<file path="src/rtl/ps2_pkg.sv">
// rtl/ps2_pkg.sv - shared types and frame constants for the PS/2 receiver
package ps2_pkg;

  localparam int PS2_DATA_BITS  = 8;
  localparam int PS2_FRAME_BITS = 11;

  typedef enum logic [1:0] {
    IDLE,
    DATA,
    PARITY,
    STOP
  } ps2_state_t;

  // Wide enough to index any bit position within a full frame.
  typedef logic [$clog2(PS2_FRAME_BITS)-1:0] ps2_bit_cnt_t;

endpackage

</file>
<file path="src/rtl/ps2_line_filter.sv">
// rtl/ps2_line_filter.sv - 2-FF synchroniser plus FILTER_LEN-sample glitch filter
module ps2_line_filter #(
  parameter int FILTER_LEN = 8
) (
  input  logic clk,
  input  logic rst,
  input  logic in,
  output logic out
);

  localparam int CW = $clog2(FILTER_LEN + 1);

  logic          sync1;
  logic          sync2;
  logic [CW-1:0] cnt;

  always_ff @(posedge clk) begin
    if (rst) begin
      sync1 <= 1'b1;
      sync2 <= 1'b1;
      out   <= 1'b1;
      cnt   <= '0;
    end else begin
      sync1 <= in;
      sync2 <= sync1;
      // The output flips on the FILTER_LEN-th consecutive differing sample.
      if (sync2 == out) begin
        cnt <= '0;
      end else if (cnt == CW'(FILTER_LEN - 1)) begin
        out <= sync2;
        cnt <= '0;
      end else begin
        cnt <= cnt + 1'b1;
      end
    end
  end

endmodule

</file>
<file path="src/rtl/ps2_rx.sv">
// rtl/ps2_rx.sv - PS/2 frame receiver; optional mid-frame timeout via PS2_RX_TIMEOUT_EN
module ps2_rx
  import ps2_pkg::*;
#(
  parameter int FILTER_LEN     = 8,
  parameter int TIMEOUT_CYCLES = 6500
) (
  input  logic       clk,
  input  logic       rst,
  input  logic       ps2_clk,
  input  logic       ps2_data,
  output logic [7:0] data,
  output logic       valid,
  output logic       parity_err,
  output logic       frame_err
);

  logic         clk_f;
  logic         data_f;
  logic         clk_q;
  logic         fall;
  logic         clk_edge;
  logic         timeout;
  ps2_state_t   state;
  ps2_bit_cnt_t bit_cnt;
  logic [7:0]   shreg;
  logic         par;

  ps2_line_filter #(.FILTER_LEN(FILTER_LEN)) u_clk_filter (
    .clk (clk),
    .rst (rst),
    .in  (ps2_clk),
    .out (clk_f)
  );

  ps2_line_filter #(.FILTER_LEN(FILTER_LEN)) u_data_filter (
    .clk (clk),
    .rst (rst),
    .in  (ps2_data),
    .out (data_f)
  );

  always_ff @(posedge clk) begin
    if (rst) clk_q <= 1'b1;
    else     clk_q <= clk_f;
  end

  assign fall     = clk_q & ~clk_f;
  assign clk_edge = clk_q ^ clk_f;

`ifdef PS2_RX_TIMEOUT_EN
  localparam int TW = $clog2(TIMEOUT_CYCLES + 1);
  logic [TW-1:0] to_cnt;

  // Saturates at the limit; the FSM leaves the frame on the same cycle.
  always_ff @(posedge clk) begin
    if (rst || state == IDLE || clk_edge) to_cnt <= '0;
    else if (!timeout)                    to_cnt <= to_cnt + 1'b1;
  end

  assign timeout = (to_cnt == TW'(TIMEOUT_CYCLES));
`else
  assign timeout = 1'b0;
`endif

  always_ff @(posedge clk) begin
    if (rst) begin
      state      <= IDLE;
      bit_cnt    <= '0;
      shreg      <= '0;
      par        <= 1'b0;
      data       <= '0;
      valid      <= 1'b0;
      parity_err <= 1'b0;
      frame_err  <= 1'b0;
    end else begin
      valid      <= 1'b0;
      parity_err <= 1'b0;
      frame_err  <= 1'b0;
      if (state != IDLE && timeout && !fall) begin
        frame_err <= 1'b1;
        state     <= IDLE;
      end else if (fall) begin
        case (state)
          IDLE: begin
            if (!data_f) begin
              state   <= DATA;
              bit_cnt <= '0;
            end
          end
          DATA: begin
            shreg   <= {data_f, shreg[7:1]};
            bit_cnt <= bit_cnt + 1'b1;
            if (bit_cnt == ps2_bit_cnt_t'(PS2_DATA_BITS - 1)) state <= PARITY;
          end
          PARITY: begin
            par   <= data_f;
            state <= STOP;
          end
          STOP: begin
            if (!data_f) begin
              frame_err <= 1'b1;
            end else if (^{shreg, par}) begin
              data  <= shreg;
              valid <= 1'b1;
            end else begin
              parity_err <= 1'b1;
            end
            state <= IDLE;
          end
          default: state <= IDLE;
        endcase
      end
    end
  end

endmodule

</file>
<file path="config.mk">
export PLATFORM = sky130hd
export DESIGN_NAME = ps2_rx
export DESIGN_NICKNAME = d
export VERILOG_FILES = /design/src/rtl/ps2_pkg.sv /design/src/rtl/ps2_line_filter.sv /design/src/rtl/ps2_rx.sv
export SDC_FILE = /design/constraint.sdc
export NUM_CORES = 1
export LEC_CHECK = 0
export BUFFER_PORTS_ARGS = -buffer_cell sky130_fd_sc_hd__buf_4
export CELL_PAD_IN_SITES_DETAIL_PLACEMENT = 0
export CELL_PAD_IN_SITES_GLOBAL_PLACEMENT = 2
export CORE_MARGIN = 4
export CORE_UTILIZATION = 38
export CTS_BUF_LIST = sky130_fd_sc_hd__clkbuf_8
export DETAILED_ROUTE_END_ITERATION = 16
export GPL_ROUTABILITY_DRIVEN = 0
export GPL_TIMING_DRIVEN = 0
export PLACE_DENSITY_LB_ADDON = 0.15
export SETUP_SLACK_MARGIN = 0.5
export SYNTH_ARGS = -nofsm -noshare
export SYNTH_HDL_FRONTEND = slang
export SYNTH_HIERARCHICAL = 1
export SYNTH_SLANG_ARGS = --single-unit
</file>
<file path="constraint.sdc">
create_clock -name clk -period 1.8 [get_ports clk]
set_input_delay 0.18 -clock clk [delete_from_list [all_inputs] [get_ports clk]]
set_output_delay 0.18 -clock clk [all_outputs]
set_load 0.01 [all_outputs]
</file>
After elaboration in Yosys (flattened, before gate mapping)
Cells that the tools add are included.
W data, S select, Z words.

storage, ports and cells
  output and inout port bits = 11
  bits of input ports = 4
  logic and storage cells = 59
  register bits = 41

operators by class
  muxes and demuxes = 8
  add/subtract/negate cells = 3
  bitwise gates (word level) = 7
  eq/ne operators = 10
  reductions and logical operators = 14

operators by type and width
  kind                   count
  $add A4 B1 Y4 const B  3
  $eq A4 B3 Y1 const B   3
  $reduce_or A3 Y1       3
  $reduce_xor A9 Y1      1
  $pmux W2 S4            1
  $pmux W4 S2            1
  $reduce_and A2 Y1      4
  $not A1 Y1             6
  $reduce_and A3 Y1      2
  $eq A2 B2 Y1 const B   2
  $mux W2                2
  $mux W4                1
  $ne A2 B2 Y1 const B   2
  $reduce_and A4 Y1      1
  $reduce_or A4 Y1       1
  $mux W1                3
  $eq A1 B1 Y1           2
  $eq A2 B1 Y1 const B   1
  $logic_not A2 Y1       1
  $reduce_bool A2 Y1     1
  $and A1 B1 Y1          1

Longest topological paths before layout
  depth in word-level cells = 4
  depth in mapped cells = 7
  mapped depth without buffers = 7

Hierarchy
The synthesis kept the hierarchy.

modules (own cells, without submodules)
  module           times used  area an instance (um^2)  cells each  sequential area each (um^2)
  ps2_rx           1           1238.7                   134         540.5
  ps2_line_filter  2           249.0                    24          140.1

Worst setup path after synthesis
Ideal clock, no wire load.

  kind = register to register
  start = register shreg[1]
  end = register data[0]
  clock period less this slack = 1.565 ns
  data required time = 1.728 ns
  buffers on the path = 0
  library setup time = 0.072 ns
  path slack = 0.235 ns
  data arrival time = 1.494 ns
  stages on the path, launching flop included = 6
  path through = dfxtp_1 xnor2_1 xnor2_1 xnor3_2 nor2_8 mux2i_1

on the way
  word-level cells in the longest chain between the ends = 2

ends and longest elaborated chain
  element                      RTL line       RTL
  start: declaration           ps2_rx.sv:26   logic [7:0] shreg;
  start signal: assignment     ps2_rx.sv:92   shreg <= {data_f, shreg[7:1]};
  $reduce_xor A9 Y1            ps2_rx.sv:103  end else if (^{shreg, par}) begin
  $reduce_and A4 Y1 (no line)  -
  end signal: assignment       ps2_rx.sv:104  data <= shreg;
  end: declaration             ps2_rx.sv:12   output logic [7:0] data,

No other way between the ends.
A chain may end at the register's enable or synchronous reset.

Worst setup path after layout
  start = register shreg[3]
  end = register data[6]

The elaborated chain is that of the path after synthesis.

==> results.toml <==
[hold_path]
hp-class = "in2reg"
hold_end = "u_data_filter/sync1"
whs_path_depth = 2
hp-start = "ps2_data"

[global_routing]
antenna_found_initial = 0
grt_max_degree = 16
grt_pass1_vias = 1267
overflow = 0
grtUsageTotal_pct = 12.9
grt_pass1_wl_um = 5500

[floorplanning]
dieArea_um2 = 5720
rows = 24
die_h_um = 75.6
start_util_pct = 39.6
coreArea_um2 = 4380
io_pins = 15
die_w_um = 75.6

[cells_and_area]
diodes = 0
layout-drive-gt1-share_pct = 41.2
layoutNonFillerInstCount = 268
postLayoutCellArea_um2 = 2330
layout.nets = 226
synthToLayoutAreaGrowth_pct = 34.4

[critical_path]
cpMostUsedCell = "xnor2_2"
r2r_end = "data[6]"
crit-reg2reg-launch = "shreg[3]"
worst-path-buf-inv = 0
cp_slowest_stage_delay_ns = 0.36
cp.required_ns = 2.02
worstPathArrival_ns = 1.82
criticalPathCategory = "reg2reg"
slowest_stage = "xnor3_2"
cp_cell_sequence = "xnor2_2 > xnor2_2 > xnor3_2 > nor2_8 > mux2i_1"
path_max_fanout = 7
reg2reg_depth = 5
crit_family = "XOR/XNOR gates"
startpoint_type = "flip-flop"
r2r_slack_ns = 0.20
critPathCaptureType = "flip-flop"

[timing]
fmax_mhz = 625
finalSetupTns_ns = 0
setup_viol = 0
final_hold_viol_count = 0
period_share_pct = 88.9
rsz0062_at_grt = "true"
worst_pin_slew_ns = 0.530
setup_ws_ns = 0.199
slew_headroom_pct = 64.7
post-route-min-period_ns = 1.60
skew_ns = 0.0112
final_max_slew_viol_count = 0

[place]
placed_area_um2 = 1940
post-dp-hpwl_um = 2330
io_buffers = 14
dp.cells = 248
pre_cts_ws_ns = 0.130

[clock_tree]
cts.clk_slew.worst_paths_ns = 0.08
cts_tree = "done"
cts.htree.levels = 2
cts-root-buf = "clkbuf_8"
cts.sinks = 41
numCtsBuffers = 5
hold_buffers = 0
clkLatencyLatePin_ns = 0.29
cts_buffer_depth = 2

[drt]
wirelength_um = 3410
dr.pass1.iters = 4
drtIter0Drc = 29
drt-vias-per-instance = 4.92
post_drt_wl_per_cell_um = 12.7
routed-via-count = 1318
ant_nets = 0
drcViolationCount = 0

[flow_run]
cap_viol_max_count = 0

[pwr]
p_leak_nw = 0.861
p_per_area_nw_per_um2 = 727
ir_drop_v = 0.000428
p_total_mw = 1.70

[synth]
ys_warn_count = 6
postSynthAreaPerCell_um2 = 9.54
synth_top_cell_area_share_pct = 47.3
synth_seq_cells = 41
synth.most_common_cell = "dfxtp_1"
synth_cell_types = 28
synth_ff_type = "dfxtp_1"
yosysSeqAreaShare_pct = 47.3
synth_edf_count = 0
synth_area_leader_cell = "dfxtp_1"
synth_cells = 182
ys_top_cells_by_area = "dfxtp_1, mux2i_1, xnor2_1"
synth_area_um2 = 1740
async_reset_ff_share_pct = 0
synth_common_cells = "dfxtp_1, nor2_1, a21oi_1, nand2_1, nand3_1"
syn_nets = 193

[status]
run_status = "finished clean"
## flip-flops by register name, indices dropped and copies added (netlist names)
signal and cells:
state 2, clk_q 1, par 1, u_clk_filter/out 1
u_clk_filter/sync2 1, parity_err 1, frame_err 1, valid 1
u_clk_filter/sync1 1, u_clk_filter/cnt 4, bit_cnt 4, u_data_filter/out 1
u_data_filter/sync1 1, shreg 8, data 8, u_data_filter/sync2 1
u_data_filter/cnt 4
## repair_timing
item                                    CTS  global route
endpoints found under the setup margin   32            32
setup buffers                             4             8
pin swaps                                 8            10
resized for setup                        24            39
## layout by cell type, fill, tap and decap left out, drive strengths merged, types with 5 or more instances in the layout
cell type / synthesis / layout
dfxtp: 41 / 41
mux2i: 10 / 10
a21oi: 14 / 14
nand2: 14 / 14
inv: 7 / 8
nand2b: 12 / 12
xnor2: 11 / 11
nand3: 14 / 14
buf: 0 / 29
clkbuf: 6 / 9
o21ai: 5 / 5
or2: 5 / 5
nor2: 16 / 16
ha: 7 / 7
## per-layer routing
| metal | global-route usage (%) | routed length, um | up-vias |
|---|---|---|---|
| met5 | 0 | 0 | - |
| met4 | 6.41 | 65 | 0 |
| met3 | 4.88 | 132 | 6 |
| met2 | 20.5 | 1660 | 18 |
| met1 | 15.3 | 1550 | 623 |
| li1 | - | - | 671 |
## power by group
group | total [mW] | switching, mW | internal (mW)
clock | 0.744 | 0.297 | 0.446
combinational | 0.0436 | 0.0226 | 0.0210
sequential | 0.910 | 0.00456 | 0.905
## cell type report
class / instances / area, um2
fillers: 390 / 2050
well taps: 52 / 65.1
plain buffers: 6 / 37.5
repair buffers: 26 / 195
multi-input cells: 128 / 1040
inverters: 7 / 26.3
clock inverters: 2 / 33.8
clock buffers: 6 / 82.6
flip-flops and latches: 41 / 855
## per-stage QoR
step           hold slack [ns]  util (%)
5_1_grt                 0.0641      53.3
4_1_cts                 0.0656      49.4
2_1_floorplan            0.280         -
3_5_place_dp             0.368      44.2
3_3_place_gp             0.364      44.2
6_report                0.0747      53.3
## kinds of logic after synthesis
family,Yosys count,share of synthesized area (%)
compound gates,25,8.14
fa+ha+maj,7,5.04
xor+xnor,14,7.92
simple gates,72,23.1
buf+inv,13,2.81
mux,10,5.76
flops,41,47.3
## worst max-delay path by stage
stage,depth (start not counted),from,slack [ns],to
6_report,5,shreg[3],0.20,data[6]
2_1_floorplan,5,shreg[3],0.27,data[0]
3_5_place_dp,5,shreg[3],0.13,data[6]
4_1_cts,5,shreg[6],0.19,data[6]
5_1_grt,5,shreg[2],0.12,data[5]
3_3_place_gp,5,shreg[3],0.17,data[2]
## worst register-to-register path, delay by kind of cell, from the launching register on
kind	cells	cell delay, ns
xor gates and xnor gates	3	0.78
DFF	1	0.35
muxes	1	0.21
and+or+nand+nor	1	0.19
Power figures use the tool's default switching activity.
